## src/rtl/regfile_sb.sv

```systemverilog
`default_nettype none
// ============================================================================
// Module      : regfile_sb
// Description : Integer register file with per-register scoreboard busy bits.
//               Two independent combinational read ports, one writeback port,
//               one issue port that marks a destination busy until written
//               back, a flush that discards all pending producers, and a
//               registered count of busy registers.
//
//   Ports
//     clk                 rising-edge clock for all state
//     rst                 synchronous reset, active low
//     rSel1 / rSel2       read selects
//     rs1Data / rs2Data   read data (combinational from select)
//     rs1Busy / rs2Busy   selected register has a pending producer
//     wCtrl/wSel/wData    writeback port
//     issueValid/issueRd  producer issued that will later write issueRd
//     flush               clear every busy bit
//     busyCount           number of registers currently busy
//
// Revision    : 1.0  initial release
// ============================================================================
module regfile_sb #(
    parameter int XLEN   = 32,
    parameter int NREG   = 32,
    parameter int BYPASS = 1,
    localparam int AW    = $clog2(NREG)
) (
    input  logic            clk,
    input  logic            rst,
    input  logic [AW-1:0]   rSel1,
    input  logic [AW-1:0]   rSel2,
    output logic [XLEN-1:0] rs1Data,
    output logic [XLEN-1:0] rs2Data,
    output logic            rs1Busy,
    output logic            rs2Busy,
    input  logic            wCtrl,
    input  logic [AW-1:0]   wSel,
    input  logic [XLEN-1:0] wData,
    input  logic            issueValid,
    input  logic [AW-1:0]   issueRd,
    input  logic            flush,
    output logic [AW:0]     busyCount
);

    localparam logic [AW-1:0] c_zeroIdx = '0;

    logic [XLEN-1:0] r_regs [NREG];
    logic [NREG-1:0] r_busy;
    logic [AW:0]     r_busyCount;

    logic            w_wrActive;
    logic            w_issueActive;
    logic            w_setInc;
    logic            w_clrDec;
    logic [NREG-1:0] w_busyNext;

    // Register 0 is hard-wired: writes and issues targeting it are dropped.
    assign w_wrActive    = wCtrl && (wSel != c_zeroIdx);
    assign w_issueActive = issueValid && (issueRd != c_zeroIdx);

    // Busy-bit priority: flush, then issue set, then writeback clear.
    always_comb begin
        w_busyNext = r_busy;
        if (flush) begin
            w_busyNext = '0;
        end else begin
            if (w_wrActive) begin
                w_busyNext[wSel] = 1'b0;
            end
            if (w_issueActive) begin
                w_busyNext[issueRd] = 1'b1;
            end
        end
        w_busyNext[0] = 1'b0;
    end

    // Incremental count: a set only counts on a 0->1 transition, a clear only
    // on a 1->0 transition that is not overridden by a same-register issue.
    assign w_setInc = w_issueActive && !r_busy[issueRd];
    assign w_clrDec = w_wrActive && r_busy[wSel]
                      && !(w_issueActive && (issueRd == wSel));

    always_ff @(posedge clk) begin
        if (!rst) begin
            for (int i = 0; i < NREG; i++) begin
                r_regs[i] <= '0;
            end
            r_busy      <= '0;
            r_busyCount <= '0;
        end else begin
            if (w_wrActive) begin
                r_regs[wSel] <= wData;
            end
            r_busy <= w_busyNext;
            if (flush) begin
                r_busyCount <= '0;
            end else begin
                r_busyCount <= r_busyCount + (AW+1)'(w_setInc)
                                           - (AW+1)'(w_clrDec);
            end
        end
    end

    assign busyCount = r_busyCount;

    // Forwarding hit: an in-flight write to the selected register.
    function automatic logic bypassHit(input logic [AW-1:0] sel);
        return (BYPASS != 0) && w_wrActive && (sel == wSel);
    endfunction

    function automatic logic [XLEN-1:0] readData(input logic [AW-1:0] sel);
        if (sel == c_zeroIdx) begin
            return '0;
        end else if (bypassHit(sel)) begin
            return wData;
        end else begin
            return r_regs[sel];
        end
    endfunction

    // A forwarded value is by definition the producer's result, so it is
    // reported not-busy even when the stored busy bit is still set.
    function automatic logic readBusy(input logic [AW-1:0] sel);
        if ((sel == c_zeroIdx) || bypassHit(sel)) begin
            return 1'b0;
        end else begin
            return r_busy[sel];
        end
    endfunction

    assign rs1Data = readData(rSel1);
    assign rs2Data = readData(rSel2);
    assign rs1Busy = readBusy(rSel1);
    assign rs2Busy = readBusy(rSel2);

endmodule
`default_nettype wire

```

## config.mk

```make
export PLATFORM = sky130hd
export DESIGN_NAME = regfile_sb
export DESIGN_NICKNAME = d
export VERILOG_FILES = /design/src/rtl/regfile_sb.sv
export SDC_FILE = /design/constraint.sdc
export NUM_CORES = 2
export LEC_CHECK = 0
export ABC_AREA = 0
export BUFFER_PORTS_ARGS = -buffer_cell sky130_fd_sc_hd__buf_2
export CAP_MARGIN = 10
export CORE_UTILIZATION = 69
export DETAILED_ROUTE_END_ITERATION = 6
export PLACE_DENSITY_LB_ADDON = 0.08
export SLEW_MARGIN = 15
export SYNTH_ARGS = -nofsm -noshare
export SYNTH_HDL_FRONTEND = slang
export SYNTH_SLANG_ARGS = --single-unit
```

## constraint.sdc

```tcl
create_clock -name clk -period 11.3 [get_ports clk]
set_clock_uncertainty 0.1 [all_clocks]
set_input_delay 1.695 -clock clk [delete_from_list [all_inputs] [get_ports clk]]
set_output_delay 1.695 -clock clk [all_outputs]
set_load 0.1 [all_outputs]
```

==> impl_metrics.csv <==
group,metric,value,unit
floorplan,pin_count,129,
cts,cts_buffer_depth,3,
worst_setup_path,cp-start-kind,"input port",
worst_setup_path,cp_max_fo,45,
timing,setup_tns,0,ps
grt,overflow,0,
synth,synth_area,0.05853,mm^2
floorplan,core_area,0.08382,mm^2
timing,fmax,130.0,MHz
pwr,pwr-share-comb,15.9,%
route,drc,7,
worst_setup_path,r2r-end,"busyCount[5]",
cells_and_area,nets,4133,
floorplan,die_area,0.08599,mm^2
synth,synthCells,4130,
hold_path,hold_class,"flop to flop",
synth,yosysTopAreaCell,"edfxtp_1",
floorplan,placementRows,106,
placement,dp.final_hpwl,119.4,mm
synth,synth_cell_types,61,
worst_setup_path,cp_cell_sequence,"buf_4, buf_4, or3_1, nor3_1, a211oi_1, a22oi_1, o21ai_0, buf_2",
outcome,violations,"DRC",
pwr,sw_frac_of_total,28.22,%
cells_and_area,area_delta_synth_final,8.496,%
worst_setup_path,regToRegStartpoint,"r_busy[19]",
cts,clockRootBuffer,"clkbuf_16",
pwr,internal-power,7.000,mW
floorplan,die_w,293.2,um
timing,worst_slew_pin_slew,1363,ps
worst_setup_path,crit_family,"buffers and inverters",
timing,finalMaxSlewViolations,0,
synth,ys_seq_area_share,53.80,%
placement,port_buffers,128,
cts,cts_tree,"built",
timing,holdWs,430.1,ps
cts,cts_setup_buffers,0,
outcome,outcome,"finished, violations left",
worst_setup_path,worstSetupPathType,"input port to primary output",
cts,numCtsBuffers,107,
route,post_drt_wl_per_cell,39.09,um
cts,cts-resized-gates,0,
worst_setup_path,rr_worst_depth,12,
worst_setup_path,slowest_stage,"a211oi_1",
worst_setup_path,end_kind,"primary output",
worst_setup_path,cp.required,9510,ps
cells_and_area,fillers,5152,
hold_path,hold-path-endpoint,"r_busy[28]",
worst_setup_path,r2r_setup_slack,7790,ps
cts,cts_hold_buf,0,
hold_path,holdPathStages,2,
route,via_per_inst,7.859,
cells_and_area,register_area,0.03149,mm^2
worst_setup_path,worstPathBufferInverterCount,3,
timing,rsz0062_at_grt,"no",
worst_setup_path,critPathArrivalTime,5900,ps
pwr,power_leakage,22.29,nW
synth,synth_top_cell_area_share,52.54,%
grt,grt_max_degree,103,
timing,slew_headroom,8.595,%
cts,path_clk_slew,60,ps
cells_and_area,layout-drive-gt1-share,23.27,%
route,vias,41730,
pwr,net-switching-power,2.753,mW
route,finalWirelength,207.5,mm
grt,grt_pass1_wl,290.3,mm
route,firstDrtPassIters,7,
grt,antenna_found_initial,28,
timing,fin_crit_sh,68.10,%
synth,synth_most_common_cell,"edfxtp_1",
grt,track_usage,48.69,%
floorplan,initial_core_util,69.82,%
timing,period_needed,7695,ps
synth,ys_seq_elements,1061,
route,ant_nets,0,
route,drtIter0Drc,8044,
floorplan,die_y,293.2,um
synth,ys_top_cells_by_area,"edfxtp_1, mux4_2, and2_1, mux2i_1, clkbuf_1",
worst_setup_path,crit_top_cell,"buf_4",
synth,yosys-top-cells-count,"edfxtp_1, and2_1, mux4_2",
synth,yosysWarnings,0,
timing,setup_violations,0,
synth,avgSynthCellArea,14.17,um^2
synth,synth-edff-count,1024,
pwr,power_frac_clock,36.4,%
synth,async_flop_share,0,%
cts,clock_latency,710,ps
job,drv_cap,0,
cts,htreeDepth,3,
timing,hold_violations,0,
worst_setup_path,crit_path_max_incr_delay,1130,ps
synth,ys.flop_type,"edfxtp_1",
cells_and_area,multi_input_area,0.02551,mm^2
pwr,power.density,153.6,mW/mm^2
grt,grt_pass1_vias,40450,
placement,place.gp.congestion,0.9742,
cts,cts.sinks,1061,
pwr,ir_worst_vdd,0.1651,mV
pwr,seq_power_share,47.7,%
hold_path,worstHoldStart,"r_busy[28]",
-- flip-flops by register name (all words and copies together) (netlist names) --
name       flops
busyCount      6
r_regs      1024
r_busy        31
-- power by group through the flow --
stage | clock network [mW] | logic (mW) | registers [mW]
finish | 3.55 | 1.55 | 4.65
global route | 3.66 | 1.57 | 4.66
CTS | 3.52 | 1.50 | 4.64
detailed placement | 0 | 1.49 | 4.72
global placement | 0 | 1.49 | 4.70
floorplan | 0 | 1.04 | 4.68
-- per-stage QoR --
| step | power [mW] | cells | area [um^2] | util [%] | worst slack (ps) |
|---|---|---|---|---|---|
| final | 9.753 | 5309 | 63500 | 75.76 | 3605 |
| after global routing | 9.883 | 5295 | 63460 | 75.72 | 3712 |
| after CTS | 9.664 | 5293 | 63460 | 75.71 | 3931 |
| after detailed placement | 6.212 | 5094 | 60040 | 71.63 | 3938 |
| after global placement | 6.184 | 5094 | 60030 | 71.62 | 3945 |
| after floorplan | 5.725 | 4161 | 58640 | - | 4355 |
-- cell usage in the layout, fill, tap and decap left out, drive strengths merged, types with 5 or more instances in the layout --
master,instances
nand2b,19
bufinv,8
a221o,14
inv,16
and3,16
nor2,85
nor2b,14
clkinvlp,6
o22ai,35
nand3,35
dfxtp,37
or2,8
o31ai,5
nand2,149
and2,999
a211o,28
edfxtp,1024
or3,10
a22o,6
diode,16
mux4,456
o211ai,29
nor4,10
nor3,21
a31oi,10
mux2i,258
a22oi,88
a21oi,35
clkbuf,142
mux2,45
a211oi,18
xnor2,15
o21bai,17
o21ai,60
a221oi,80
ha,6
clkinv,46
conb,32
buf,236
nor3b,13
-- tightest hold or removal path, delay by kind of cell, from the launching register on --
family,cells,cell delay (ps)
compound gates,2,150
flops,1,340
-- worst max-delay path by stage --
| stage | from | end | slack [ps] | cells after the start |
|---|---|---|---|---|
| after floorplan | rSel1[0] | rs1Data[26] | 4350 | 9 |
| after global placement | rSel1[2] | rs1Data[23] | 3940 | 8 |
| after detailed placement | rSel1[2] | rs1Data[23] | 3940 | 8 |
| after CTS | rSel1[2] | rs1Data[23] | 3930 | 8 |
| after global routing | rSel1[2] | rs1Data[23] | 3710 | 8 |
| final | rSel1[2] | rs1Data[23] | 3610 | 8 |
-- cells by family (layout without fill, tap and decap cells) --
logic type,count (synthesis),in the layout,synth area share [%]
other,1,48,0.006407
DFF,1061,1061,53.80
adders and majority gates,7,7,0.1625
muxes,759,759,22.83
xor gates and xnor gates,19,19,0.2843
buffers and inverters,456,454,3.600
and+or+nand+nor,1389,1389,13.84
AOI/OAI and AO/OA,438,438,5.479
-- metal layers --
metal,part of all wire (%),vias up,track usage (%)
met5,0.060,-,0
met1,31,20310,63.15
met3,18,1083,17.56
li1,-,15710,-
met4,8.1,10,32.56
met2,43,4619,69.57
-- cell type report --
cell class	count	share of cell area [%]
Sequential cell	1061	49.59
Clock buffer	142	4.585
Timing Repair Buffer	236	2.445
Multi-Input combinational cell	2644	40.17
Inverter	19	0.1163
Tap cell	1134	2.234
Clock inverter	57	0.7941
Antenna cell	16	0.06305
Note: power is estimated with default switching activity, not from simulation.
